## src/rtl/ann_pkg.sv

```systemverilog
// Shared ANN constants: RAM geometry plus the RAM requester map.
package ann_pkg;

    localparam int ADDR_WIDTH = 10;
    localparam int RAM_WORDS  = 1 << ADDR_WIDTH;
    localparam int RAM_PORT   = 16;

    localparam int N_RAM_REQ     = 3;
    localparam int RAM_MAX_BURST = 8;

    localparam int REQ_WLOAD  = 0;
    localparam int REQ_ENGINE = 1;
    localparam int REQ_HOST   = 2;

endpackage

```

## src/rtl/rr_arbiter.sv

```systemverilog
// Round-robin priority pick: the search starts one past ptr_i.
module rr_arbiter #(
    parameter int N = 3,
    localparam int PW = $clog2(N)
) (
    input  logic [N-1:0]  req_i,
    input  logic [PW-1:0] ptr_i,
    output logic [N-1:0]  gnt_o
);

    logic          found;
    logic [PW-1:0] idx;

    always_comb begin
        gnt_o = '0;
        found = 1'b0;
        idx   = '0;
        for (int i = 1; i <= N; i++) begin
            idx = PW'((int'(ptr_i) + i) % N);
            if (!found && req_i[idx]) begin
                gnt_o[idx] = 1'b1;
                found      = 1'b1;
            end
        end
    end

endmodule

```

## src/rtl/ann_ram_arbiter.sv

```systemverilog
// Single-port ANN RAM arbiter: round-robin grant, bounded burst lock,
// read data routed back to the issuing requester one cycle later.
module ann_ram_arbiter
    import ann_pkg::*;
#(
    parameter int N_REQ     = N_RAM_REQ,
    parameter int ADDR_W    = ADDR_WIDTH,
    parameter int DATA_W    = RAM_PORT,
    parameter int MAX_BURST = RAM_MAX_BURST
) (
    input  logic                           clk_i,
    input  logic                           rst_n_i,
    input  logic [N_REQ-1:0]               req_valid_i,
    output logic [N_REQ-1:0]               req_ready_o,
    input  logic [N_REQ-1:0]               req_we_i,
    input  logic [N_REQ-1:0]               req_lock_i,
    input  logic [N_REQ-1:0][ADDR_W-1:0]   req_addr_i,
    input  logic [N_REQ-1:0][DATA_W-1:0]   req_wdata_i,
    output logic [N_REQ-1:0]               rsp_valid_o,
    output logic [DATA_W-1:0]              rsp_data_o,
    output logic                           ram_we_o,
    output logic [ADDR_W-1:0]              ram_addr_o,
    output logic [DATA_W-1:0]              ram_wdata_o,
    input  logic [DATA_W-1:0]              ram_rdata_i
);

    localparam int          PW    = $clog2(N_REQ);
    localparam logic [7:0]  MAX_B = 8'(MAX_BURST);

    logic [PW-1:0]     rr_ptr_q, rr_ptr_d;
    logic [PW-1:0]     owner_q, owner_d;
    logic [PW-1:0]     rd_owner_q, rd_owner_d;
    logic              lock_q, lock_d;
    logic              rd_pend_q, rd_pend_d;
    logic [7:0]        burst_q, burst_d;
    logic [ADDR_W-1:0] addr_q, addr_d;
    logic [DATA_W-1:0] wdata_q, wdata_d;

    logic [N_REQ-1:0]  rr_gnt;
    logic [N_REQ-1:0]  gnt;
    logic [PW-1:0]     gnt_idx;
    logic              lock_hold;
    logic              beat;
    logic [7:0]        burst_nxt;

    rr_arbiter #(
        .N (N_REQ)
    ) u_rr (
        .req_i (req_valid_i),
        .ptr_i (rr_ptr_q),
        .gnt_o (rr_gnt)
    );

    assign lock_hold = lock_q & req_valid_i[owner_q];

    always_comb begin
        gnt = rr_gnt;
        if (lock_hold) begin
            gnt          = '0;
            gnt[owner_q] = 1'b1;
        end
        if (rst_n_i) begin
            gnt = '0;
        end
    end

    always_comb begin
        gnt_idx = '0;
        for (int i = 0; i < N_REQ; i++) begin
            if (gnt[i]) begin
                gnt_idx = PW'(i);
            end
        end
    end

    assign beat = |gnt;

    always_comb begin
        rr_ptr_d   = rr_ptr_q;
        owner_d    = owner_q;
        rd_owner_d = rd_owner_q;
        lock_d     = lock_q;
        rd_pend_d  = 1'b0;
        burst_d    = burst_q;
        addr_d     = addr_q;
        wdata_d    = wdata_q;
        // a continuing burst counts on; a fresh lock starts at one beat
        burst_nxt  = (lock_hold ? burst_q : 8'd0) + 8'd1;

        if (lock_q && !req_valid_i[owner_q]) begin
            lock_d  = 1'b0;
            burst_d = 8'd0;
        end

        if (beat) begin
            rr_ptr_d = gnt_idx;
            addr_d   = req_addr_i[gnt_idx];
            wdata_d  = req_wdata_i[gnt_idx];
            if (!req_we_i[gnt_idx]) begin
                rd_pend_d  = 1'b1;
                rd_owner_d = gnt_idx;
            end
            if (req_lock_i[gnt_idx] && (burst_nxt < MAX_B)) begin
                lock_d  = 1'b1;
                owner_d = gnt_idx;
                burst_d = burst_nxt;
            end else begin
                lock_d  = 1'b0;
                burst_d = 8'd0;
            end
        end
    end

    always_ff @(posedge clk_i or posedge rst_n_i) begin
        if (rst_n_i) begin
            rr_ptr_q   <= PW'(N_REQ - 1);
            owner_q    <= '0;
            rd_owner_q <= '0;
            lock_q     <= 1'b0;
            rd_pend_q  <= 1'b0;
            burst_q    <= 8'd0;
            addr_q     <= '0;
            wdata_q    <= '0;
        end else begin
            rr_ptr_q   <= rr_ptr_d;
            owner_q    <= owner_d;
            rd_owner_q <= rd_owner_d;
            lock_q     <= lock_d;
            rd_pend_q  <= rd_pend_d;
            burst_q    <= burst_d;
            addr_q     <= addr_d;
            wdata_q    <= wdata_d;
        end
    end

    assign req_ready_o = gnt;
    assign ram_we_o    = beat & req_we_i[gnt_idx];
    assign ram_addr_o  = beat ? req_addr_i[gnt_idx] : addr_q;
    assign ram_wdata_o = beat ? req_wdata_i[gnt_idx] : wdata_q;

    always_comb begin
        rsp_valid_o = '0;
        if (rd_pend_q) begin
            rsp_valid_o[rd_owner_q] = 1'b1;
        end
    end

    assign rsp_data_o = ram_rdata_i;

endmodule

```

## config.mk

```make
export PLATFORM = sky130hd
export DESIGN_NAME = ann_ram_arbiter
export DESIGN_NICKNAME = d
export VERILOG_FILES = /design/src/rtl/ann_pkg.sv /design/src/rtl/rr_arbiter.sv /design/src/rtl/ann_ram_arbiter.sv
export SDC_FILE = /design/constraint.sdc
export NUM_CORES = 1
export LEC_CHECK = 0
export CAP_MARGIN = 20
export CORE_ASPECT_RATIO = 1.75
export CORE_MARGIN = 2
export CORE_UTILIZATION = 30
export CTS_BUF_LIST = sky130_fd_sc_hd__clkbuf_4
export CTS_CLUSTER_DIAMETER = 60
export DETAILED_ROUTE_END_ITERATION = 10
export HOLD_SLACK_MARGIN = 0.15
export PLACE_DENSITY = 0.66
export SLEW_MARGIN = 20
export SYNTH_ARGS = -nofsm -noshare
export SYNTH_HDL_FRONTEND = slang
export SYNTH_SLANG_ARGS = --single-unit
```

## constraint.sdc

```tcl
create_clock -name clk_i -period 5.55 [get_ports clk_i]
set_input_delay 0.555 -clock clk_i [delete_from_list [all_inputs] [get_ports clk_i]]
set_output_delay 0.555 -clock clk_i [all_outputs]
set_load 0.005 [all_outputs]
```

* After elaboration in Yosys (flattened, before gate mapping)
Cells that the tools add are included.
** Storage, ports and cells
- Output and inout port bits :: 49
- Flip-flop bits (word level) :: 42
- Logic and storage cells :: 95
- Input bits :: 105
** Operators by class
- Reductions and logical operators :: 16
- Muxes and demuxes :: 47
- Divide/modulo/power cells :: 3
- Add/sub/neg operators :: 4
- Order comparisons :: 12
- Bitwise logic cells :: 5
** Operator list (count)
- modulo 32 x 3 -> 32 bit (second input constant) :: 3
- binary-select mux 16 bit (select 2 bit) :: 1
- 2-to-1 mux 16 bit :: 2
- 2-to-1 mux 8 bit :: 4
- binary-select mux 10 bit (select 2 bit) :: 1
- 2-to-1 mux 10 bit :: 2
- 2-to-1 mux 1 bit :: 19
- less-than comparator 2 x 3 -> 1 bit (second input constant) :: 6
- 2-to-1 mux 3 bit :: 6
- binary-select mux 1 bit (select 2 bit) :: 6
- demux 1 bit (select 2 bit) :: 5
- greater-or-equal comparator 2 x 1 -> 1 bit (second input constant) :: 5
- logical AND 1 bit :: 9
- adder 8 x 1 -> 8 bit (second input constant) :: 1
- less-than comparator 8 x 4 -> 1 bit (second input constant) :: 1
- adder 2 x 2 -> 3 bit (second input constant) :: 2
- bitwise OR 3 bit :: 2
- AND reduction 2 bit :: 2
- adder 2 x 1 -> 3 bit (second input constant) :: 1
- logical NOT 1 bit :: 3
- OR reduction 3 bit :: 1
- AND 1 bit :: 2
- 2-to-1 mux 2 bit :: 1
- nonzero test 2 bit :: 1
- inverter 1 bit :: 1

* Longest topological paths before layout
- Depth after elaboration :: 20
- Mapped depth :: 13
- Depth with buffers taken out :: 11

* Hierarchy
Synthesis repeated with hierarchy kept, for this count alone.
** Unflattened totals
- Cell total of the unflattened synthesis :: 289
- Area total of the unflattened synthesis :: 2690.1 um2
** By module, submodules not included
- ann_ram_arbiter :: cells each 257, area each 2462.4 um2, seq. area each 1052.3 um2, times used 1
- rr_arbiter :: cells each 32, area each 227.7 um2, seq. area each 0.0 um2, times used 1

* Least setup slack after synthesis
No wires, ideal clock.
- Path type :: input -> output
- Start point :: input rst_n_i
- End point :: output ram_wdata_o[0]
- Stages :: 7
- Data required time :: 4.995 ns
- Buffers on the path :: 2
- Setup slack :: 2.340 ns
- Data arrival time :: 2.655 ns
- Cell sequence :: clkbuf_1 -> inv_1 -> nand2_1 -> inv_1 -> buf_2 -> a222oi_1 -> a21oi_1
** On the way
- Cells in the longest elaborated chain, start to end :: 6
- Elaborated cells on any way between the ends :: 7
- Classes of those cells :: 6 x mux; 1 x reduce/logical
** RTL lines
- start: declaration :: RTL line ann_ram_arbiter.sv:12 : input logic rst_n_i,
- 2-to-1 mux 3 bit (*) :: RTL line ann_ram_arbiter.sv:62 : if (rst_n_i) begin
- 2-to-1 mux 1 bit :: RTL line ann_ram_arbiter.sv:70 : if (gnt[i]) begin
- 2-to-1 mux 2 bit :: RTL line ann_ram_arbiter.sv:70
- binary-select mux 16 bit (select 2 bit) :: RTL line ann_ram_arbiter.sv:139 : assign ram_wdata_o = beat ? req_wdata_i[gnt_idx] : wdata_q;
- 2-to-1 mux 16 bit (implied by the code) :: RTL line ann_ram_arbiter.sv:139
- 2-to-1 mux 16 bit (*)
- end: declaration :: RTL line ann_ram_arbiter.sv:23 : output logic [DATA_W-1:0] ram_wdata_o,
Every way passes the cells marked *; elsewhere a longest branch is shown, timed or not. The select of a mux whose other input is x is not followed.

* Worst setup path after layout
- Start point :: register rr_ptr_q[1]
- End point :: output ram_addr_o[0]
** On the way
- Cells in the longest elaborated chain, start to end :: 18
- Elaborated cells on any way between the ends :: 46
- Classes of those cells :: 3 x add/sub; 3 x div; 6 x order compare; 24 x mux; 2 x bitwise; 8 x reduce/logical
** RTL lines
- start: declaration :: RTL line ann_ram_arbiter.sv:30 : logic [PW-1:0] rr_ptr_q, rr_ptr_d;
- start signal: assignment :: RTL line ann_ram_arbiter.sv:116 : rr_ptr_q <= PW'(N_REQ - 1);
- start signal: assignment :: RTL line ann_ram_arbiter.sv:125 : rr_ptr_q <= rr_ptr_d;
- adder 2 x 1 -> 3 bit :: RTL line rr_arbiter.sv:19 : idx = PW'((int'(ptr_i) + i) % N);
- modulo 32 x 3 -> 32 bit :: RTL line rr_arbiter.sv:19
- less-than comparator 2 x 3 -> 1 bit (implied by the code) (tied with other cells) :: RTL line rr_arbiter.sv:21 : gnt_o[idx] = 1'b1;
- logical AND 1 bit (implied by the code) / 2-to-1 mux 1 bit (equally long branches) :: RTL line rr_arbiter.sv:21, rr_arbiter.sv:20
- 2-to-1 mux 1 bit (on tied branches) :: RTL line rr_arbiter.sv:21, rr_arbiter.sv:20
- demux 1 bit (select 2 bit) / logical NOT 1 bit (equally long branches)
- 2-to-1 mux 3 bit / logical AND 1 bit (equally long branches) :: RTL line rr_arbiter.sv:20 : if (!found && req_i[idx]) begin
- bitwise OR 3 bit (no line) / 2-to-1 mux 1 bit (equally long branches)
- [2 not listed]
- 2-to-1 mux 3 bit (*) :: RTL line rr_arbiter.sv:20
- 2-to-1 mux 3 bit (*) :: RTL line ann_ram_arbiter.sv:58 : if (lock_hold) begin
- 2-to-1 mux 3 bit (*) :: RTL line ann_ram_arbiter.sv:62
- 2-to-1 mux 1 bit :: RTL line ann_ram_arbiter.sv:70
- 2-to-1 mux 2 bit :: RTL line ann_ram_arbiter.sv:70
- binary-select mux 10 bit (select 2 bit) :: RTL line ann_ram_arbiter.sv:138 : assign ram_addr_o = beat ? req_addr_i[gnt_idx] : addr_q;
- 2-to-1 mux 10 bit (implied by the code) :: RTL line ann_ram_arbiter.sv:138
- 2-to-1 mux 10 bit (*)
- end: declaration :: RTL line ann_ram_arbiter.sv:22 : output logic [ADDR_W-1:0] ram_addr_o,
Marks and branches as above.

==> results_dict.tcl <==
set metrics [dict create \
    start_kind "register" \
    endpoint_kind "primary output" \
    finalSetupViolations 0 \
    path_common_cell "inv_1" \
    crit_fanout 20 \
    arrival_ns 4.03 \
    met1_usage 0.181 \
    fin_tns_setup_ns 0 \
    grt_pass1_vias 2731 \
    fmax_mhz 218 \
    utilization 0.447 \
    cp_data_required_time_ns 4.99 \
    drive_gt1_frac 0.0538 \
    ir_drop_v 0.000305 \
    grt.busiest_layer "met2" \
    routed_wl_mm 8.09 \
    regArea_um2 1050 \
    post_synth.cell_area_avg_um2 9.63 \
    core_area_um2 8610 \
    rsz0062_at_grt "no" \
    dr.pass1.iters 7 \
    hold_buffers 0 \
    pre_cts_ws_ns 0.999 \
    clock-root-buffer "clkbuf_4" \
    grt_pass1_wl_mm 13.2 \
    rows 45 \
    clockBufferDepth 2 \
    yosysUniqueCellTypes 53 \
    min_to "burst_q[6]" \
    holdCritPathClass "register to register" \
    final_nets 481 \
    ys_seq_area_frac 0.400 \
    area_delta_synth_final_pct 46.5 \
    setup_slack_ns 0.962 \
    place_congestion 0.920 \
    n_fill_cell 816 \
    relSlewSlack 0.483 \
    clk_latency_ns 0.36 \
    ys.flop_type "dfrtp_1" \
    multi_input_area_um2 1310 \
    die-area_um2 9560 \
    worstMarginPinSlew_ns 0.776 \
    fin_crit_sh 0.827 \
    pwr_density_cell_nw_per_um2 537 \
    crit_family "compound AO/OA/AOI/OAI gates" \
    antenna_cells 0 \
    die_height_um 128 \
    antenna_found_initial 0 \
    synth_edf_count 0 \
    synth_area_um2 2630 \
    ios 154 \
    reg2reg_from "rr_ptr_q[1]" \
    dp_hpwl_mm 6.33 \
    r2r_slack_ns 2.28 \
    ff2ff_path_depth 10 \
    drv_slew 0 \
    start_util 0.305 \
    dieWidth_um 74.8 \
    grt_overflow 0 \
    layout_common_cells "clkdlybuf4s50_1, dfrtp_1, nor2_1, a21oi_1, a222oi_1" \
    drc 0 \
    numPortBuffers 121 \
    cts_resized 0 \
    met2_usage 0.329 \
    wl_per_cell_um 16.5 \
    path_buf_inv 3 \
    clk_pin_slew_ns 0.13 \
    hold_viol_final 0 \
    holdWs_ns 0.536 \
    worstHoldStart "burst_q[6]" \
    cts_tree "yes" \
    cts_setup_buffers 0 \
    cts_buffers 5 \
    leakagePower_nw 1.57 \
    slowest_delay_ns 0.56 \
    crit_chain "inv_1, ha_1, a22o_1, a211oi_2, o211ai_2, a31oi_1, nand2_1, inv_1, a222oi_1, a21oi_1, clkdlybuf4s50_1" \
    postRouteAntennaNets 0 \
    hold_path_depth 1 \
    critPathKind "register to primary output" \
    grt_usage 0.180 \
    h-tree-depth 2 \
    status "completed" \
    min_period_ns 4.59 \
    ys_warn_count 0 \
    mappedNetlistNets 383 \
    grt_use_met3 0.0409 \
    crit_slowest_cell "dfstp_2" \
    final_common_cell "clkdlybuf4s50_1" \
    max_cap_viol_count 0 \
    grt_max_degree 44 \
    synthArstFlopShare 1.00 \
    via_count 2563 \
    finClkSkew_ns 0.0197 \
    regToRegEndpoint "rd_owner_q[1]" \
    viasPerCell 5.24 \
    ys_seq_elements 42 \
    syn_inst 273 \
    drt_iter0_drc 136 \
    clock_sinks 42 \
]
-- logic make-up (layout without fill, tap and decap cells) --
family / after synthesis / in the layout / share of synthesized area
compound gates: 98 / 98 / 0.287
simple gates: 73 / 73 / 0.147
buf+inv: 46 / 145 / 0.108
flops: 42 / 42 / 0.400
mux: 7 / 7 / 0.0271
fa+ha+maj: 5 / 5 / 0.0238
xor+xnor: 2 / 2 / 0.00666
-- synthesized netlist by cell type, drive strengths merged, types with 2 or more instances --
cell type / n / area (um2)
a31oi: 5 / 31.3
a222oi: 19 / 190
and3: 7 / 43.8
nor2b: 6 / 37.5
o2bb2ai: 5 / 43.8
a2bb2oi: 2 / 17.5
or3: 2 / 12.5
nand4: 2 / 12.5
clkbuf: 2 / 7.51
o21ai: 8 / 51.3
or2b: 5 / 37.5
a31o: 7 / 61.3
nand2: 7 / 26.3
o21a: 2 / 15.0
nand2b: 3 / 18.8
buf: 30 / 223
nand3b: 2 / 15.0
nand3: 2 / 10.0
mux2i: 6 / 60.1
o22ai: 5 / 31.3
ha: 5 / 62.6
o211ai: 3 / 27.5
o22a: 5 / 43.8
nor2: 28 / 105
a211oi: 3 / 27.5
a21oi: 25 / 129
dfrtp: 41 / 1030
inv: 14 / 52.6
nor3: 3 / 26.3
and2: 5 / 31.3
-- registers in the layout, summed over array words and instances, names as in the netlist --
register    flops
lock_q          1
addr_q         10
rd_pend_q       1
burst_q         8
rd_owner_q      2
owner_q         2
wdata_q        16
rr_ptr_q        2
-- layer usage --
layer  part of all wire  vias up
li1                   -     1207
met4              0.041        0
met2               0.56      119
met5                  0        -
met3              0.061       28
met1               0.34     1209
-- worst reg2reg max path: cells and delay by family (launching register included) --
| kind | cells | cell delay [ns] |
|---|---|---|
| buffers and inverters | 2 | 0.33 |
| adders and majority gates | 1 | 0.25 |
| AOI/OAI and AO/OA | 7 | 2.00 |
| DFF | 1 | 0.56 |
-- worst max-delay path by stage --
stage	start	to	slack, ns	cells after the start
floorplan	rst_n_i	ram_wdata_o[0]	2.34	7
global placement	req_valid_i[1]	ram_addr_o[0]	1.05	10
detailed placement	req_valid_i[1]	ram_addr_o[0]	1.0	10
CTS	rr_ptr_q[1]	ram_addr_o[0]	0.89	11
global route	rr_ptr_q[1]	ram_addr_o[0]	0.56	11
finish	rr_ptr_q[1]	ram_addr_o[0]	0.96	11
-- per-stage QoR --
step	area, um2	std cells	total power [mW]
5_1_grt	3850	489	2.26
3_5_place_dp	3800	481	1.93
3_3_place_gp	3800	481	1.91
2_1_floorplan	2630	273	1.33
6_report	3850	489	2.07
4_1_cts	3850	489	2.10
-- final cells by class --
cell class / count / area share
clock buffers: 5 / 0.00974
clock inverters: 3 / 0.00422
inverters: 14 / 0.0136
multi-input cells: 185 / 0.340
flip-flops and latches: 42 / 0.273
well taps: 117 / 0.0380
repair buffers: 123 / 0.322
-- report_power, final --
part / leakage, nW / total, mW / switching (mW) / internal [mW]
combinational: 1.03 / 1.42 / 0.707 / 0.710
sequential: 0.505 / 0.498 / 0.0543 / 0.443
clock: 0.0286 / 0.153 / 0.105 / 0.0473
total: 1.57 / 2.07 / 0.867 / 1.20
Power figures use the tool's default switching activity.
